===== src/rtl/fixedpoint_pkg.sv =====
// Shared definitions for the fixed-point math library.
//   fxp_op_t : add / subtract selector carried alongside operands.
//   fxp_max  : largest representable W-bit value for the given signedness.
//   fxp_min  : smallest representable value, returned as its W-bit pattern.
package fixedpoint_pkg;

  typedef enum logic {OP_ADD, OP_SUB} fxp_op_t;

  // Returned in a 64-bit container; callers cast down to W bits.
  function automatic logic [63:0] fxp_max(input int w, input bit is_signed);
    if (is_signed) begin
      return (64'd1 << (w - 1)) - 64'd1;
    end
    return (64'd1 << w) - 64'd1;
  endfunction

  // For signed formats this is the two's-complement pattern of -2^(w-1),
  // i.e. only the sign bit set within the low w bits.
  function automatic logic [63:0] fxp_min(input int w, input bit is_signed);
    if (is_signed) begin
      return 64'd1 << (w - 1);
    end
    return 64'd0;
  endfunction

endpackage


===== src/rtl/fixedpoint_saturate.sv =====
// Overflow detection and clamp/wrap for a (W+1)-bit intermediate value.
// Purely combinational.
//   sum_i      : (W+1)-bit result of an extended add/sub
//   op_i       : operation that produced sum_i (selects unsigned clamp end)
//   result_o   : W-bit result, clamped or wrapped
//   overflow_o : true result did not fit in W bits
module fixedpoint_saturate
  import fixedpoint_pkg::*;
#(
  parameter int W         = 8,
  parameter bit IS_SIGNED = 1'b1,
  parameter bit SATURATE  = 1'b1
) (
  input  logic [W:0]   sum_i,
  input  fxp_op_t      op_i,
  output logic [W-1:0] result_o,
  output logic         overflow_o
);

  localparam logic [W-1:0] MAX_C = W'(fxp_max(W, IS_SIGNED));
  localparam logic [W-1:0] MIN_C = W'(fxp_min(W, IS_SIGNED));

  logic [W-1:0] clamp_val;

  always_comb begin
    overflow_o = 1'b0;
    clamp_val  = MAX_C;
    if (IS_SIGNED) begin
      // The extra top bit is the true sign; disagreement with bit W-1
      // means the W-bit result has the wrong sign.
      overflow_o = sum_i[W] ^ sum_i[W-1];
      clamp_val  = sum_i[W] ? MIN_C : MAX_C;
    end else begin
      // Carry out on add, borrow on subtract; both land in bit W.
      overflow_o = sum_i[W];
      clamp_val  = (op_i == OP_SUB) ? MIN_C : MAX_C;
    end

    result_o = sum_i[W-1:0];
    if (SATURATE && overflow_o) begin
      result_o = clamp_val;
    end
  end

endmodule


===== src/rtl/fixedpoint_addsub.sv =====
// Two-stage pipelined fixed-point adder/subtractor with valid/ready.
//   clock, reset          : single clock, synchronous active-high reset
//   in_valid / in_ready   : operand handshake (in_ready is combinational)
//   op_sub                : 0 = valueOne + valueTwo, 1 = valueOne - valueTwo
//   valueOne, valueTwo    : W-bit operands, W = wholeWidth + fractionWidth
//   out_valid / out_ready : result handshake
//   result, overflow      : W-bit result and out-of-range flag
// Stage 1 registers the (W+1)-bit extended sum; stage 2 registers the
// clamped/wrapped result. Both stages share one enable so bubbles hold
// their place while stalled.
module fixedpoint_addsub
  import fixedpoint_pkg::*;
#(
  parameter int wholeWidth    = 4,
  parameter int fractionWidth = 4,
  parameter bit isSigned      = 1'b1,
  parameter bit saturate      = 1'b1
) (
  input  logic                               clock,
  input  logic                               reset,
  input  logic                               in_valid,
  output logic                               in_ready,
  input  logic                               op_sub,
  input  logic [wholeWidth+fractionWidth-1:0] valueOne,
  input  logic [wholeWidth+fractionWidth-1:0] valueTwo,
  output logic                               out_valid,
  input  logic                               out_ready,
  output logic [wholeWidth+fractionWidth-1:0] result,
  output logic                               overflow
);

  localparam int W = wholeWidth + fractionWidth;

  logic         en;
  logic [W:0]   a_ext;
  logic [W:0]   b_ext;
  logic [W:0]   sum1_d;
  fxp_op_t      op_d;

  logic         s1_valid_q;
  logic [W:0]   sum1_q;
  fxp_op_t      op_q;
  logic         out_valid_q;
  logic [W-1:0] result_q;
  logic         overflow_q;

  logic [W-1:0] sat_result;
  logic         sat_overflow;

  assign en       = !out_valid_q || out_ready;
  assign in_ready = en;

  assign a_ext  = isSigned ? {valueOne[W-1], valueOne} : {1'b0, valueOne};
  assign b_ext  = isSigned ? {valueTwo[W-1], valueTwo} : {1'b0, valueTwo};
  assign op_d   = op_sub ? OP_SUB : OP_ADD;
  assign sum1_d = op_sub ? (a_ext - b_ext) : (a_ext + b_ext);

  fixedpoint_saturate #(
    .W         (W),
    .IS_SIGNED (isSigned),
    .SATURATE  (saturate)
  ) u_saturate (
    .sum_i      (sum1_q),
    .op_i       (op_q),
    .result_o   (sat_result),
    .overflow_o (sat_overflow)
  );

  always_ff @(posedge clock) begin
    if (reset) begin
      s1_valid_q  <= 1'b0;
      sum1_q      <= '0;
      op_q        <= OP_ADD;
      out_valid_q <= 1'b0;
      result_q    <= '0;
      overflow_q  <= 1'b0;
    end else if (en) begin
      s1_valid_q  <= in_valid;
      sum1_q      <= sum1_d;
      op_q        <= op_d;
      out_valid_q <= s1_valid_q;
      result_q    <= sat_result;
      overflow_q  <= sat_overflow;
    end
  end

  assign out_valid = out_valid_q;
  assign result    = result_q;
  assign overflow  = overflow_q;

endmodule


===== config.mk =====
export PLATFORM = sky130hd
export DESIGN_NAME = fixedpoint_addsub
export DESIGN_NICKNAME = d
export VERILOG_FILES = /design/src/rtl/fixedpoint_pkg.sv /design/src/rtl/fixedpoint_saturate.sv /design/src/rtl/fixedpoint_addsub.sv
export SDC_FILE = /design/constraint.sdc
export NUM_CORES = 1
export LEC_CHECK = 0
export BUFFER_PORTS_ARGS = -buffer_cell sky130_fd_sc_hd__clkbuf_2
export CAP_MARGIN = 40
export CORE_MARGIN = 3
export CORE_UTILIZATION = 42
export DETAILED_ROUTE_END_ITERATION = 10
export GPL_TIMING_DRIVEN = 0
export MAX_ROUTING_LAYER = met4
export PLACE_DENSITY_LB_ADDON = 0.05
export SYNTH_ARGS = -nofsm -noshare
export SYNTH_HDL_FRONTEND = slang
export SYNTH_SLANG_ARGS = --single-unit

===== constraint.sdc =====
create_clock -name clock -period 5.43 [get_ports clock]
set_clock_uncertainty 0.15 [all_clocks]
set_input_delay 1.086 -clock clock [delete_from_list [all_inputs] [get_ports clock]]
set_output_delay 1.086 -clock clock [all_outputs]
set_load 0.005 [all_outputs]

==> impl_results.md <==
- Post-synth top area cell: dfxtp_1
- Maximum root-to-sink buffer count: 2
- Number of top-level pins: 32
- GRT Util Overall: 17.7%
- Root Buffer: clkbuf_4
- Largest net degree at the start of global routing: 12
- Sink Count: 20
- Worst path cell trace: clkbuf_2 -> nor2b_1 -> clkinv_1 -> clkbuf_1 -> clkbuf_2
- Maxcap violations: 0
- Synthesized area per cell: between 7 and 8 um2
- Leak: 0.706 nW
- Routed WL per cell: approximately 12 um
- Clk slew on worst S/H paths: ~0.11 ns
- Register area share after synthesis: about 31%
- Top cells by area, synth: dfxtp_1, ha_1, nor2_1
- Post-synth EDFFs: 0
- Cells after Synth: 169
- Core Util, Final: between 50% and 60%
- RePlAce Congestion: a little under 0.8
- Syn nets: slightly above 200
- Crit path buf inv count: 4
- Wirelength, routed: 2860 um
- Layout area overhead: 16.9%
- Synth Register Bits: 20
- Vias: 1265
- Grt total ovfl: 0
- Status: completed
- Required time worst endpoint: 4.19 ns
- Final Power: between 400 and 500 uW
- Pwr per Cell Area: 275 nW/um2
- Most frequent cells in the layout: clkbuf_2, dfxtp_1, nor2_1
- Vias in the first global route: between 1000 and 1500
- Worst-Skew Late Latency: around 0.30 ns
- RSZ-0062 raised after global routing: no
- Worst VDD drop: 0.000202 V
- First-pass GRT wire length: 4970 um
- Slew @ Worst Pin: 0.463 ns
- Most frequent CP cell: clkbuf_2
- Antenna Cells: 0
- Most common cell after layout, fill and taps aside: clkbuf_2
- Worst setup EP type: output port
- Post-route minimum period: 3.49 ns
- Setup Total Neg Slack: 0 ns
- Top FF cell, synth: dfxtp_1
- Synth top area share: 30.7%
- Post-synth ARST share: 0%
- Initial antenna violation count: 0
- Worst setup SP type: input pin
- CP delay by family, top: buffers and inverters
- Crit path DAT: 2.26 ns
- Worst Setup Slack, final: 1.94 ns
- Worst rel slew slack: 68.8%
- Number of port buffers: 29
- Setup Buffers After CTS: 0
- Final Hold Vio Count: 0
- Setup violators final: 0
- Tcrit/Tclk final: around 64%
- Final Net Count: roughly 240
- Hold Path Class: reg -> reg
- Post-Syn Area: ~1300 um2
- CTS buffer count: 3
- Initial Util: a little under half
- CTS tree: built
- Layout cells sized above 1: 17.8%
- Htree depth: 1
- Worst path slowest cell: clkinv_1
- First DRT Iteration DRCs: 38
- Largest fanout on the critical path: 10
- Synth unique cells: 37
- Chip Height: 61.8 um
- Hold Buf Count CTS: 0
- Slew Limit Fails: 0
- DR DRC count: 0
- Antenna viol nets, final: 0
- Setup WS pre-CTS: between 1.5 and 2 ns
- Via-per-instance ratio: ~5.4
- # rows: 19
- CP max stage delay: ~0.35 ns
- YS warnings: 0
- Die width: 61.8 um
- Max Freq: 286 MHz
- Die area: 3820 um2
- Detailed Place HPWL: 2350 um
- Core area: 2850 um2
- Setup CP Type: in -> out
- TritonRoute pass-1 iters: 4
- CTS resizes: 0
## Yosys cell counts, drive strengths merged, types with 2 or more instances
cell / count
nor4b: 2
or4: 2
inv: 12
nand3: 8
nor2: 19
xnor2: 6
o21ai: 10
o21a: 4
a21oi: 14
clkbuf: 7
dfxtp: 20
nor2b: 3
nor3: 8
a211oi: 4
and3: 2
a31oi: 3
nand2: 11
ha: 11
nand2b: 5
## metrics by stage
| step | instance area, um2 | hold slack [ns] | std cells |
|---|---|---|---|
| finish | 1530 | 0.309 | 233 |
| global route | 1530 | 0.336 | 233 |
| CTS | 1530 | 0.309 | 233 |
| detailed placement | 1490 | 0.293 | 229 |
| global placement | 1490 | 0.289 | 229 |
| floorplan | 1310 | 0.277 | 169 |
## worst paths after layout
| check | cells after the start | start | slack (ns) | to |
|---|---|---|---|---|
| hold reg to reg | 2 | result[1]$_SDFFE_PP0P_ | 0.31 | result[1]$_SDFFE_PP0P_ |
| setup reg to reg | 4 | out_valid$_SDFFE_PP0P_ | 3.60 | sum1_q[1]$_SDFFE_PP0P_ |
| setup / recovery | 5 | out_ready | 1.94 | in_ready |
| hold / removal | 2 | result[1]$_SDFFE_PP0P_ | 0.31 | result[1]$_SDFFE_PP0P_ |
## routing by layer
metal  wire length [um]  track usage [%]
met2               1340             28.6
met4                 12             3.33
met5                  0                -
met3                108             3.72
met1               1400             23.0
## cells by family (layout without fill, tap and decap cells)
group                    count (synthesis)  after routing  share of synthesized area (%)
buffers and inverters                   21             54                           6.13
XOR/XNOR                                 6              6                           4.02
AO/OA/AOI/OAI                           43             43                           20.3
multiplexers                             2              2                           1.63
flip-flops                              20             20                           30.7
adder cells (fa/ha/maj)                 12             12                           12.1
AND/OR/NAND/NOR                         65             65                           25.2
## flip-flops by register name, indices dropped and copies added (netlist names)
name / flops
s1_valid_q: 1
out_valid: 1
overflow: 1
result: 8
sum1_q: 9
## where the power goes
part           internal (mW)  leakage, nW  switching (mW)  total, mW
Sequential             0.172        0.166          0.0134      0.186
Combinational         0.0696        0.519          0.0789      0.148
Clock                 0.0409       0.0210          0.0450     0.0859
Total                  0.283        0.706           0.137      0.420
## layout make-up
type	count	area, um2
clock buffers	4	36.3
plain buffers	8	31.3
repair buffers	29	145
well taps	31	38.8
flip-flops and latches	20	400
inverters	13	48.8
multi-input cells	128	826
fillers	300	1330
## worst register-to-register path: stages, from the launching register on
cell      delay, ns
dfxtp_1        0.34
nor2b_1        0.31
clkinv_1       0.35
clkbuf_1       0.30
a211oi_1       0.30
(Power assumes the default switching activity.)
